$ cat config.mk
export PLATFORM = sky130hd
export DESIGN_NAME = piso_tx
export DESIGN_NICKNAME = d
export VERILOG_FILES = /design/src/rtl/piso_tx.sv
export SDC_FILE = /design/constraint.sdc
export NUM_CORES = 1
export LEC_CHECK = 0
export ABC_AREA = 0
export CAP_MARGIN = 40
export CORE_UTILIZATION = 35
export DETAILED_ROUTE_END_ITERATION = 12
export PLACE_DENSITY = 0.6
export SLEW_MARGIN = 20
export SYNTH_ARGS = -nofsm -noshare
export SYNTH_HDL_FRONTEND = slang
export SYNTH_SLANG_ARGS = --single-unit
$ cat constraint.sdc
create_clock -name clk -period 2.3 [get_ports clk]
set_input_delay 0.345 -clock clk [delete_from_list [all_inputs] [get_ports clk]]
set_output_delay 0.345 -clock clk [all_outputs]
set_load 0.02 [all_outputs]
$ cat src/rtl/piso_tx.sv
// piso_tx: parallel-in serial-out transmitter with a one-word holding register.
// Words are accepted on a valid/ready handshake, serialized one bit per enabled
// cycle, and back-to-back words are chained without a gap in q_valid.
module piso_tx #(
  parameter int WIDTH     = 8,
  parameter bit MSB_FIRST = 1
) (
  input  logic             clk,
  input  logic             rst,
  input  logic [WIDTH-1:0] din,
  input  logic             din_valid,
  output logic             din_ready,
  input  logic             ie,
  input  logic             en,
  input  logic             oe,
  output logic             q,
  output logic             q_valid,
  output logic             done,
  output logic             busy
);

  localparam int CNT_W = $clog2(WIDTH);
  localparam logic [CNT_W-1:0] LAST_CNT = CNT_W'(WIDTH - 1);

  typedef enum logic {IDLE, SHIFT} state_t;

  state_t             r_state;
  logic [WIDTH-1:0]   r_shreg;
  logic [CNT_W-1:0]   r_cnt;
  logic [WIDTH-1:0]   r_hold;
  logic               r_hold_valid;

  logic               w_accept;
  logic               w_last;
  logic               w_bit;
  logic [WIDTH-1:0]   w_shifted;

  // Handshake and serial outputs are combinational views of the registered state;
  // every output is forced low while reset is asserted.
  assign din_ready = rst & ie & ~r_hold_valid;
  assign w_accept  = din_valid & din_ready;
  assign q_valid   = rst & (r_state == SHIFT) & en;
  assign w_last    = q_valid & (r_cnt == LAST_CNT);
  assign done      = w_last;
  assign busy      = rst & ((r_state == SHIFT) | r_hold_valid);
  assign w_bit     = MSB_FIRST ? r_shreg[WIDTH-1] : r_shreg[0];
  assign q         = rst & oe & w_bit;
  // Shift toward the output end, zero-filling so the register drains to 0.
  assign w_shifted = MSB_FIRST ? {r_shreg[WIDTH-2:0], 1'b0}
                               : {1'b0, r_shreg[WIDTH-1:1]};

  // Two-state FSM owning the shift register, bit counter and holding register.
  always_ff @(posedge clk) begin
    if (!rst) begin
      r_state      <= IDLE;
      r_shreg      <= '0;
      r_cnt        <= '0;
      r_hold       <= '0;
      r_hold_valid <= 1'b0;
    end else begin
      case (r_state)
        IDLE: begin
          // en is irrelevant here: a word starts shifting on the very next cycle.
          if (w_accept) begin
            r_shreg <= din;
            r_cnt   <= '0;
            r_state <= SHIFT;
          end
        end
        SHIFT: begin
          if (w_last) begin
            // Last bit leaves this edge: chain the next word with no gap.
            if (r_hold_valid) begin
              r_shreg      <= r_hold;
              r_cnt        <= '0;
              r_hold_valid <= w_accept;
              if (w_accept) r_hold <= din;
            end else if (w_accept) begin
              r_shreg <= din;
              r_cnt   <= '0;
            end else begin
              r_shreg <= w_shifted;
              r_cnt   <= '0;
              r_state <= IDLE;
            end
          end else begin
            // Stalls (en=0) freeze shifting but a word may still be parked in hold.
            if (en) begin
              r_shreg <= w_shifted;
              r_cnt   <= r_cnt + CNT_W'(1);
            end
            if (w_accept) begin
              r_hold       <= din;
              r_hold_valid <= 1'b1;
            end
          end
        end
        default: r_state <= IDLE;
      endcase
    end
  end

endmodule

==> results.toml <==
[timing]
max_slew.worst_pin.slew_ps = 463
relSlewSlack_pct = 69.1
grt_setup_unrepaired = "no"
finClkSkew_ps = 2.65
post-route-period-util_pct = 96.3
layout_min_cycle_time_ps = 2220
totalNegativeSetupSlack_ps = 0
clock.fmax_mhz = 451
final_hold_violation_count = 0
drv_slew = 0
report.final.setup_viol = 0

[cells_and_area]
filler_cell_count = 312
final_cells = 202
nets = 175
area_growth_synth_to_finish_pct = 23.7
antennaDiodeCount = 0
layout-drive-gt1-share_pct = 13.9

[global_route]
grt_overflow = 0
global_route_wire_length_before_repair_um = 5020
largest_net_degree_at_the_start_of_global_routing = 17
grt_pass1_vias = 1028
global_route.usage.total_pct = 18.9
antenna_found_initial = 0

[place]
place.gp.congestion = 0.815
dp_hpwl_um = 2230
portBuffers = 18
placed_instances = 198

[setup_path]
crit_buf_inv = 3
rr_startpoint = "r_cnt[0]$_SDFFE_PN0P_"
critical_path_depth = 4
setup.worst_path.class = "input port to output pin"
timing.critical_path.arrival_ps = 1870
cpMostUsedCell = "clkdlybuf4s50_1"
critical_path.top_delay_family = "buffers and inverters"
rr_endpoint = "r_shreg[3]$_SDFFE_PN0P_"
cpPeakStageDelay_ps = 600
timing.reg2reg.setup_slack_ps = 550
cp_data_required_time_ps = 1960
crit_chain = "clkdlybuf4s50_1, buf_4, and3_1, clkdlybuf4s50_1"
crit_end = "q"
endpoint_type_of_the_worst_setup_path = "output pin"
crit_start = "rst"
worst_r2r_path_depth = 8
cp-start-kind = "input port"
critical_path.max_fanout = 12
timing.critical_path.slowest_stage_cell = "clkdlybuf4s50_1"

[logic_synthesis]
synth-edff-count = 0
post_syn_nets = 153
yosys_warnings = 0
synth_mux_area_share_pct = 10.1
yosys_register_bits = 21
main_combinational_cell_family_by_area_after_synthesis = "simple AND/OR/NAND/NOR gates"
async_reset_ff_share_pct = 0
synth_flop_cell = "dfxtp_1"
synthesis.area_um2 = 1190
simple_gate_share_of_the_synthesized_area_pct = 23.8
fraction_of_the_mapped_netlist_area_in_adder_cells_pct = 2.11
post_synth_inst_count = 137
synth_compound_gate_area_share_pct = 22.2
synth_xor_area_share_pct = 0
ys_types = 36
post_synth.cell_area_avg_um2 = 8.66
synth.yosys.seq_area_share_pct = 35.4

[clock_tree]
tritoncts = "yes"
clock_latency_ps = 320
cts.root.buffer_cell = "clkbuf_4"
count_of_instances_resized_after_the_clock_tree_is_built = 0
clock_tree.buffer_depth = 2
cts.clk_slew.worst_paths_ps = 120
cts-buffers-inserted = 3
cts_hold_buf = 0
h-tree-depth = 1
cts.sinks = 21
postCtsSetupRepairBufs = 0

[die]
coreArea_um2 = 3130
die_height_um = 60.2
die_width_um = 60.2
row_count = 20
ioPinCount = 19
initial_core_util_pct = 37.9
die_area_um2 = 3630

[route]
vias = 1103
antenna_violating_nets_post_route = 0
drc = 0
avgViaCountPerCell = 5.46
drt_iter0_markers = 52
route.detailed.wl_per_inst_um = 15.0
postRouteWirelength_um = 3030
detailed_routing_iteration_count_for_the_pre_antenna_repair_pass = 4

[job]
cap_violations = 0

[min_path]
hold_class = "register to register"

[pwr]
power.ir.vdd_worst_uv = 151
p_leak_nw = 0.641
power_per_cell_area_nw_per_um2 = 488

[outcome]
run_status = "complete, no violations"
==> report_power, final <==
group | internal (W) | total (W) | switching [W]
sequential | 0.000379 | 0.000394 | 0.0000147
clock | 0.0000679 | 0.000190 | 0.000123
combinational | 0.0000675 | 0.000133 | 0.0000652
total | 0.000514 | 0.000717 | 0.000202
==> worst min path at each step <==
stage,startpoint,to,slack [ps],depth (start not counted)
6_report,r_cnt[1]$_SDFFE_PN0P_,r_cnt[1]$_SDFFE_PN0P_,480,2
3_5_place_dp,r_cnt[1]$_SDFFE_PN0P_,r_cnt[1]$_SDFFE_PN0P_,470,2
2_1_floorplan,r_cnt[1]$_SDFFE_PN0P_,r_cnt[1]$_SDFFE_PN0P_,450,2
3_3_place_gp,r_cnt[2]$_SDFFE_PN0P_,r_cnt[2]$_SDFFE_PN0P_,460,2
4_1_cts,r_cnt[1]$_SDFFE_PN0P_,r_cnt[1]$_SDFFE_PN0P_,480,2
5_1_grt,r_cnt[1]$_SDFFE_PN0P_,r_cnt[1]$_SDFFE_PN0P_,510,2
==> Yosys cell counts, types with 2 or more instances <==
cell	number	area, um2
nor3_1	2	10.0
o21ai_0	10	50.1
buf_2	2	10.0
ha_1	2	25.0
nor2b_1	4	25.0
and4_2	3	30.0
nand2_1	4	15.0
o2111a_1	3	33.8
a32o_1	4	40.0
nand3_1	10	50.1
a21oi_1	3	15.0
nor2_1	17	63.8
clkbuf_1	5	18.8
and2_1	2	12.5
dfxtp_1	21	420
inv_1	6	22.5
a211oi_1	3	22.5
o221ai_1	7	61.3
mux2i_1	12	120
==> tightest hold or removal path: stages (launching register included) <==
cell and delay (ps):
dfxtp_1 330, nand3_1 60, a21oi_1 60
==> cell usage in the layout, fill, tap and decap left out, drive strengths merged <==
master	count
and3	2
a32o	4
clkbuf	4
nand3	11
nand2	5
nor3	2
nand4	1
nand3b	1
o21ai	10
nand2b	1
o31a	1
dlymetal6s2s	1
mux2i	12
a221oi	1
clkdlybuf4s50	17
a21oi	3
a211oi	3
ha	2
buf	9
o211a	1
and2b	1
inv	6
nor2	17
o2111a	3
or3	1
a31oi	1
o221ai	7
nor2b	4
dfxtp	21
and2	3
and4	3
==> logic make-up after synthesis <==
| group | after synthesis |
|---|---|
| DFF | 21 |
| adders and majority gates | 2 |
| and+or+nand+nor | 52 |
| muxes | 12 |
| AOI/OAI and AO/OA | 34 |
| buffers and inverters | 16 |
==> state kept, by name, indices dropped and copies added, names as in the netlist <==
name,flops
r_hold_valid,1
r_shreg,8
r_cnt,3
r_state,1
r_hold,8
==> per-layer routing <==
layer,wire length [um],part of all wire [%],GRT usage [%],vias to the layer above
met2,1390,46,30.6,21
met5,0,0,0,-
met4,53,1.7,7.97,0
met1,1480,49,24.9,526
li1,-,-,-,551
met3,107,3.5,2.60,5
==> layout make-up <==
class                           count  area [um2]  share of cell area (%)
Tap cell                           44        55.1                    3.75
Inverter                            6        22.5                    1.53
Timing Repair Buffer               27         250                    17.1
Multi-Input combinational cell    100         691                    47.1
Clock buffer                        4        26.3                    1.79
Sequential cell                    21         423                    28.8
==> metrics by stage <==
| step | area, um2 | setup slack [ps] | hold slack [ps] | utilization (%) | total power, W |
|---|---|---|---|---|---|
| 2_1_floorplan | 1190 | 640 | 452 | - | 0.000476 |
| 3_3_place_gp | 1440 | 123 | 461 | 45.9 | 0.000530 |
| 3_5_place_dp | 1440 | 96.3 | 465 | 45.9 | 0.000533 |
| 4_1_cts | 1460 | 27.7 | 482 | 46.8 | 0.000714 |
| 5_1_grt | 1470 | 63.8 | 513 | 46.9 | 0.000751 |
| 6_report | 1470 | 85.0 | 481 | 46.9 | 0.000717 |
Note: power is estimated with default switching activity, not from simulation.
